`src/rtl/fifo_write_arbiter.sv`:
```
// fifo_write_arbiter: round-robin burst arbiter steering NUM_REQ producers onto one FIFO write port.
// Ports: clk, reset_n (async active-low); req/req_data from producers; grant (registered one-hot),
// accept (per-requester strobe); fifo_full in; fifo_write_en/fifo_wdata/fifo_wtag to the FIFO.
// Optional macro ARB_STATS_EN adds saturating counters stat_words and stat_stalls.
module fifo_write_arbiter #(
  parameter int NUM_REQ    = 4,
  parameter int DATA_WIDTH = 8,
  parameter int BURST_LEN  = 4,
  localparam int TW = (NUM_REQ > 1) ? $clog2(NUM_REQ) : 1,
  localparam int BW = $clog2(BURST_LEN) + 1
) (
  input  logic                          clk,
  input  logic                          reset_n,
  input  logic [NUM_REQ-1:0]            req,
  input  logic [NUM_REQ*DATA_WIDTH-1:0] req_data,
  output logic [NUM_REQ-1:0]            grant,
  output logic [NUM_REQ-1:0]            accept,
  input  logic                          fifo_full,
  output logic                          fifo_write_en,
  output logic [DATA_WIDTH-1:0]         fifo_wdata,
  output logic [TW-1:0]                 fifo_wtag
`ifdef ARB_STATS_EN
  ,
  output logic [15:0]                   stat_words,
  output logic [15:0]                   stat_stalls
`endif
);
  typedef enum logic {IDLE, BURST} state_t;
  state_t             r_state, w_state_n;
  logic [NUM_REQ-1:0] r_grant, w_grant_n;
  logic [BW-1:0]      r_beat, w_beat_n;
  logic [TW-1:0]      r_last, w_last_n, w_g;
  logic               w_xfer, w_release;
  // Scan from farthest to nearest so the nearest pending requester after last wins; last itself is checked last.
  function automatic logic [NUM_REQ-1:0] rr(input logic [NUM_REQ-1:0] r, input logic [TW-1:0] last);
    logic [NUM_REQ-1:0] g;
    logic [TW-1:0]      idx;
    g = '0;
    for (int k = NUM_REQ; k >= 1; k--) begin
      idx = TW'((int'(last) + k) % NUM_REQ);
      if (r[idx]) g = NUM_REQ'(1) << idx;
    end
    return g;
  endfunction
  always_ff @(posedge clk or negedge reset_n)
    if (!reset_n) begin
      r_state <= IDLE;
      r_grant <= '0;
      r_beat  <= '0;
      r_last  <= TW'(NUM_REQ - 1);
    end else begin
      r_state <= w_state_n;
      r_grant <= w_grant_n;
      r_beat  <= w_beat_n;
      r_last  <= w_last_n;
    end
  always_comb begin
    w_g = '0;
    for (int i = 0; i < NUM_REQ; i++)
      if (r_grant[i]) w_g = TW'(i);
    w_xfer    = |(r_grant & req) & !fifo_full;
    w_release = (r_state == BURST) && ((w_xfer && r_beat == BW'(BURST_LEN - 1)) || !req[w_g]);
    w_state_n = r_state;
    w_grant_n = r_grant;
    w_beat_n  = r_beat;
    w_last_n  = r_last;
    if (r_state == IDLE) begin
      if (|req) begin
        w_state_n = BURST;
        w_grant_n = rr(req, r_last);
      end
    end else if (w_release) begin
      w_last_n  = w_g;
      w_beat_n  = '0;
      w_grant_n = |req ? rr(req, w_g) : '0;
      w_state_n = |req ? BURST : IDLE;
    end else begin
      w_beat_n = r_beat + {{(BW-1){1'b0}}, w_xfer};
    end
  end
  always_comb begin
    grant         = r_grant;
    accept        = r_grant & req & {NUM_REQ{!fifo_full}};
    fifo_write_en = |accept;
    fifo_wtag     = w_g;
    fifo_wdata    = '0;
    for (int i = 0; i < NUM_REQ; i++)
      if (r_grant[i]) fifo_wdata = fifo_wdata | req_data[i*DATA_WIDTH +: DATA_WIDTH];
  end
`ifdef ARB_STATS_EN
  logic [15:0] r_words, r_stalls;
  always_ff @(posedge clk or negedge reset_n)
    if (!reset_n) begin
      r_words  <= '0;
      r_stalls <= '0;
    end else begin
      if (fifo_write_en && r_words != 16'hFFFF) r_words <= r_words + 16'd1;
      if (|(r_grant & req) && fifo_full && r_stalls != 16'hFFFF) r_stalls <= r_stalls + 16'd1;
    end
  assign stat_words  = r_words;
  assign stat_stalls = r_stalls;
`endif
endmodule

```
`config.mk`:
```
export PLATFORM = sky130hd
export DESIGN_NAME = fifo_write_arbiter
export DESIGN_NICKNAME = d
export VERILOG_FILES = /design/src/rtl/fifo_write_arbiter.sv
export SDC_FILE = /design/constraint.sdc
export NUM_CORES = 1
export LEC_CHECK = 0
export ABC_AREA = 1
export CAP_MARGIN = 20
export CORE_AREA = 2 2 68 70
export CTS_BUF_LIST = sky130_fd_sc_hd__clkbuf_2
export DETAILED_ROUTE_END_ITERATION = 12
export DIE_AREA = 0 0 70 72
export PLACE_DENSITY = 0.69
export SETUP_SLACK_MARGIN = 0.2
export SYNTH_ARGS = -nofsm -noshare
export SYNTH_HDL_FRONTEND = slang
export SYNTH_SLANG_ARGS = --single-unit
```
`constraint.sdc`:
```
create_clock -name clk -period 2.8 [get_ports clk]
set_input_delay 0.56 -clock clk [delete_from_list [all_inputs] [get_ports clk]]
set_output_delay 0.56 -clock clk [all_outputs]
set_load 0.01 [all_outputs]
```
==> impl_metrics.py <==
metrics = {
    "die": {
        "fp.dieW_um": 70,
        "io_pins": 58,
        "initial_core_util_pct": 38.8,
        "fp.dieH_um": 72,
        "die-area_um2": 5040,
        "rows": 24,
        "core-area_um2": 4260,
    },
    "routing": {
        "drtIter0Drc": 47,
        "vias_per_cell": 4.87,
        "wirelength_um": 4650,
        "drtAntennaViolNets": 0,
        "vias": 1846,
        "drc": 0,
        "routedWlPerCell_um": 12.3,
        "drtPass1Iterations": 4,
    },
    "synth": {
        "synthArstFlopShare_pct": 100,
        "syn_nets": 316,
        "ys_warn_count": 0,
        "synth_seq_cells": 10,
        "synth_area_leaders": "nand2_1, ha_1, dfrtp_1",
        "yosysUniqueCellTypes": 30,
        "synth_edf_count": 0,
        "syn_inst": 260,
        "synth_top_area_cell": "nand2_1",
        "synthFlopType": "dfrtp_1",
        "synth_seq_area_share_pct": 15.3,
        "synth.top_cell.area_share_pct": 22.0,
        "synthesis.area_um2": 1650,
        "avgSynthCellArea_um2": 6.36,
    },
    "sta": {
        "fmax_mhz": 418,
        "slew_headroom_pct": 69.6,
        "finalSetupViolCount": 0,
        "finalCriticalPeriod_ns": 2.39,
        "fin_setup_tns_ns": 0,
        "hold_viol": 0,
        "skew_ns": 0.00259,
        "rsz0062_at_grt": "no",
        "min_period_over_period_pct": 85.4,
        "final_max_slew_viol_count": 0,
        "worstMarginPinSlew_ns": 0.454,
    },
    "placed_design": {
        "place.gp.congestion": 0.840,
        "port_buffers": 57,
        "dpl-instance-area_um2": 2320,
        "hpwl_um": 3870,
    },
    "clocking": {
        "clk_pin_slew_worst_paths_ns": 0.10,
        "cts_buffers": 3,
        "cts_buffer_depth": 2,
        "cts_tree": "done",
        "hold_buffers": 0,
        "cts.root.buffer_cell": "clkbuf_2",
        "clock_latency_ns": 0.26,
        "cts_setup_buffers": 0,
        "cts.sink_count": 10,
        "cts.htree.levels": 1,
    },
    "grt": {
        "antenna_found_initial": 0,
        "grt_pass1_wl_um": 7980,
        "grtUsageTotal_pct": 19.5,
        "grt_start_max_net_pins": 13,
        "gr-total-overflow": 0,
        "grt_pass1_vias": 1766,
    },
    "power": {
        "cellPowerDensity_nw_per_um2": 1180,
        "ir_drop_mv": 0.573,
        "power.leakage_nw": 1.20,
    },
    "worst_setup_path": {
        "crit_path_frequent_cell": "clkdlybuf4s50_1",
        "cp.required_ns": 2.24,
        "path_cells": "clkdlybuf4s50_1 -> nand2_1 -> nor2_2 -> clkdlybuf4s50_1",
        "startpoint_type": "input port",
        "end_kind": "primary output",
        "cp_max_fo": 2,
        "cp.arrival_ns": 1.83,
        "crit_type": "input port to primary output",
        "critPathMaxStageDelay_ns": 0.56,
        "slowest_stage": "clkdlybuf4s50_1",
    },
    "layout": {
        "final_common_cell": "nand2_1",
        "diodes": 0,
        "finalInstanceArea_um2": 2340,
        "final_nets": 384,
        "mostFrequentLayoutCells": "nand2_1, clkdlybuf4s50_1, nand3_1",
        "syn2layout_area_growth_pct": 41.6,
        "drive_gt1_share_pct": 15.6,
    },
    "outcome": {
        "status": "completed",
    },
    "worst_hold_path": {
        "min_path_type": "flip-flop to flip-flop",
    },
    "job": {
        "drv_cap": 0,
    },
}
cell families (layout without fill, tap and decap cells):
family / after synthesis / count (layout) / synth area share (%)
DFF: 10 / 10 / 15.3
adders and majority gates: 17 / 17 / 12.9
buffers and inverters: 37 / 104 / 10.5
xor gates and xnor gates: 1 / 1 / 0.530
AOI/OAI and AO/OA: 25 / 25 / 9.16
and+or+nand+nor: 170 / 170 / 51.6
power by group:
| part | internal, mW | leakage (nW) | switching (mW) | total [mW] |
|---|---|---|---|---|
| clock network | 0.0310 | 0.0140 | 0.0506 | 0.0816 |
| logic | 0.950 | 1.07 | 1.38 | 2.33 |
| registers | 0.223 | 0.118 | 0.121 | 0.344 |
registers in the layout, summed over array words and instances, names as in the netlist:
register,count
grant,4
r_beat,3
r_last,2
r_state,1
per-stage QoR:
stage	worst slack [ns]	hold WS [ns]	cells	util, %	power [mW]
finish	0.410	0.570	379	54.9	2.75
global route	0.276	0.609	379	54.9	3.12
CTS	0.251	0.574	379	54.8	2.78
detailed placement	0.157	0.556	375	54.4	2.69
global placement	0.168	0.531	375	54.4	2.65
floorplan	0.705	0.264	260	-	2.01
Yosys cell counts (2+ instances only):
cell type	n
nand2_1	97
nand3_1	29
inv_1	28
ha_1	17
o21ai_0	10
dfrtp_1	8
nand4_1	8
nand2_2	7
a21oi_1	6
nand2_4	6
nor2_1	6
buf_6	4
nand3_2	4
nor2_2	4
o21ai_1	4
a21oi_2	3
inv_2	3
dfstp_2	2
nand3b_1	2
nor2_4	2
area by class of cell:
type                       instances  area (um^2)
clock inverter                     1         3.75
timing repair buffer              67          647
tap                               52         65.1
clock buffer                       3         15.0
multi-input combinational        213         1230
sequential                        10          253
fill                             424         1920
inverter                          33          129
path summary, 6_finish.rpt:
| kind | start | end | slack (ns) | cells after the start |
|---|---|---|---|---|
| min reg2reg | r_last[1] | r_last[1] | 0.57 | 2 |
| min in group asynchronous | reset_n | grant[0] | 0.61 | 1 |
| max in group asynchronous | reset_n | r_last[0] | 1.85 | 1 |
| max | req[2] | accept[2] | 0.41 | 4 |
| min | r_last[1] | r_last[1] | 0.57 | 2 |
| max reg2reg | grant[3] | grant[1] | 0.48 | 11 |
layer usage:
metal | track usage, % | wire [um] | up-vias
met1 | 23.9 | 2140 | 806
met4 | 5.13 | 51 | 0
met5 | 0 | 0 | -
met3 | 3.06 | 315 | 5
li1 | - | - | 970
met2 | 35.6 | 2140 | 65
worst max-delay path: cells and delay by family:
family / cells / cell delay (ns)
buffers and inverters: 2 / 1.05
AND/OR/NAND/NOR: 2 / 0.22
what timing repair did:
action / in CTS / in global routing
gates cloned: 0 / 0
setup endpoints to repair: 1 / 1
pin swaps: 0 / 0
gates resized for setup: 1 / 2
No activity file was read; power rests on OpenSTA's default activity.
==> RTL edit: new RTL, config.mk and constraints unchanged <==
The parameter `BURST_LEN` goes from 4 to 8.
--- a/src/rtl/fifo_write_arbiter.sv
+++ b/src/rtl/fifo_write_arbiter.sv
@@ -5,7 +5,7 @@
 module fifo_write_arbiter #(
   parameter int NUM_REQ    = 4,
   parameter int DATA_WIDTH = 8,
-  parameter int BURST_LEN  = 4,
+  parameter int BURST_LEN  = 8,
   localparam int TW = (NUM_REQ > 1) ? $clog2(NUM_REQ) : 1,
   localparam int BW = $clog2(BURST_LEN) + 1
 ) (
Function: no difference found for any inputs over 4 cycles, from zero or initial values and one cycle with reset_n low; that may be too few to reach the edited logic, so the function may still have changed.
==> RTL edit against the unedited design <==
Area after synthesis fell by 0.68%. Count of clock-buffer cells in the layout rose by 1. Routed wire length down 0.15%. Sequential share of layout area increased by 1.2 points. Maximum frequency decreased by 5.5%. Sequential cell count rose by 1. Total power increased by 1.3%. Worst setup slack worse by 0.14 ns. Largest power group unchanged. Final cell count increased by 0.53%. Final area down 0.64%.
==> RTL edit: results (changes against the unedited design) <==
Synthesis
* **net count of the mapped netlist** 321, +1.6%
* **async set-or-reset flop fraction in the synthesized netlist** 100%, unchanged
* **top area cells in the synthesized netlist** sky130_fd_sc_hd__nand2_1, sky130_fd_sc_hd__dfrtp_1, sky130_fd_sc_hd__ha_1
* **number of cells produced by synthesis** 265, +1.9%
* **area fraction in compound gates after synthesis** 10.4%, +1.2 points
* **arithmetic-cell share of the synthesized area counting full adders, half adders and majority gates** 13.0%, +0.088 points
* **register area share after synthesis** 16.9%, +1.6 points
* **xor and xnor area share after synthesis** 0.534%, +0.0036 points
* **library cells used by synthesis** 31, +3.3%
* **leading cell types by count after synthesis** sky130_fd_sc_hd__nand2_1, sky130_fd_sc_hd__nand3_1, sky130_fd_sc_hd__inv_1
* **Synth Warn #** 0, unchanged

Worst setup path
* **end of the worst register-to-register path** grant[3]$_DFFE_PN0P_
* **flop2flop setup slack** 0.64 ns, +0.16 ns
* **Critical Path Max Stage Delay** 0.52 ns, -0.04 ns
* **worst-path fanout max** 4, +2
* **number of cells on the worst reg-to-reg path** 13, +2
* **reg2reg start** grant[2]$_DFFE_PN0P_
* **CP delay by family, top** buffers and inverters
* **launching element of the worst setup path** fifo_full
* **Worst EP arrival** 1.97 ns, +0.14 ns
* **worst setup path endpoint** fifo_write_en

Clock network
* **clock latency on the worst-skew pair** 0.25 ns
* **number of instances resized during post-cts repair** 2, +1
* **clock buffer count from CTS** 3, unchanged
* **clock transition time at the flip-flop clock pins of the worst setup and hold paths** 0.12 ns, +0.02 ns

Timing
* **maximum clock frequency** 0.395 GHz, -5.5%
* **worst setup skew after layout** 0.00395 ns, +0.00135 ns
* **Final Hold Fails** 0, unchanged
* **transition time of the tightest slew-check pin** 0.511 ns, +0.0573 ns
* **hold_ws** 0.545 ns, -0.0250 ns

Placed design
* **cell total after placement** 377, +0.53%
* **placement-stage worst setup slack** 0.115 ns, -0.0417 ns
* **HPWL Detailed** 3730 um, -3.4%
* **Routability Congestion** 0.837, -0.38%
* **placement-stage cell area** 2300 um^2, -0.76%

Global route
* **first-pass GRT wire length** 7610 um, -4.6%
* **number of global-route vias before repair** 1661, -5.9%
* **overall global routing resource usage** 18.1%, -1.4 points
* **pin count of the biggest net entering global routing** 14, +1

Floorplanning
* **area of the core** 4260 um^2, unchanged

Final layout
* **ratio of cells with drive above 1 in the final layout** 15.5%, -0.095 points
* **Total Nets Final** 386, +0.52%

Power and ir drop
* **Cell Int Power** 1.23 mW, +1.7%
* **Lkg Pwr** 1.18 nW, -1.8%
* **largest vdd supply drop** 828 uV, +44%

Detailed routing
* **total routed wirelength** 4640 um, -0.15%
* **vias per std cell** 5.03, +3.2%
* **vias after detailed routing** 1916, +3.8%
* **DR iter-0 viols** 64, +36%

Status
* **result of the run** finished, final reports clean

[RTL edit: changes by cell type in the layout (fill, tap and decap cells not counted), sizes merged]
cell / before / now
nand3b: 2 / 1
buf: 10 / 8
clkbuf: 3 / 4
nor3: 0 / 2
dlymetal6s2s: 1 / 0
dfrtp: 8 / 9
clkdlybuf4s50: 55 / 56
or2: 2 / 3
inv: 31 / 32
nand3: 34 / 35
clkinv: 3 / 1
[RTL edit: power by group through the flow]
stage,clock network [mW],logic (mW),registers [mW]
floorplan,0,1.69,0.326
global placement,0,2.27,0.390
detailed placement,0,2.30,0.389
CTS,0.0915,2.31,0.386
global route,0.103,2.62,0.403
finish,0.0919,2.31,0.386
[RTL edit: final cells by class]
type	instances	area (um^2)
tap	52	65.1
inverter	33	124
clock buffer	4	20.0
multi-input combinational	216	1210
sequential	11	279
fill	431	1940
timing repair buffer	65	629
[RTL edit: metal layers]
metal	global-route usage, %	part of all wire [%]
met5	0	0
met4	2.56	0.34
met3	2.50	7.2
met2	33.8	47
met1	22.8	46
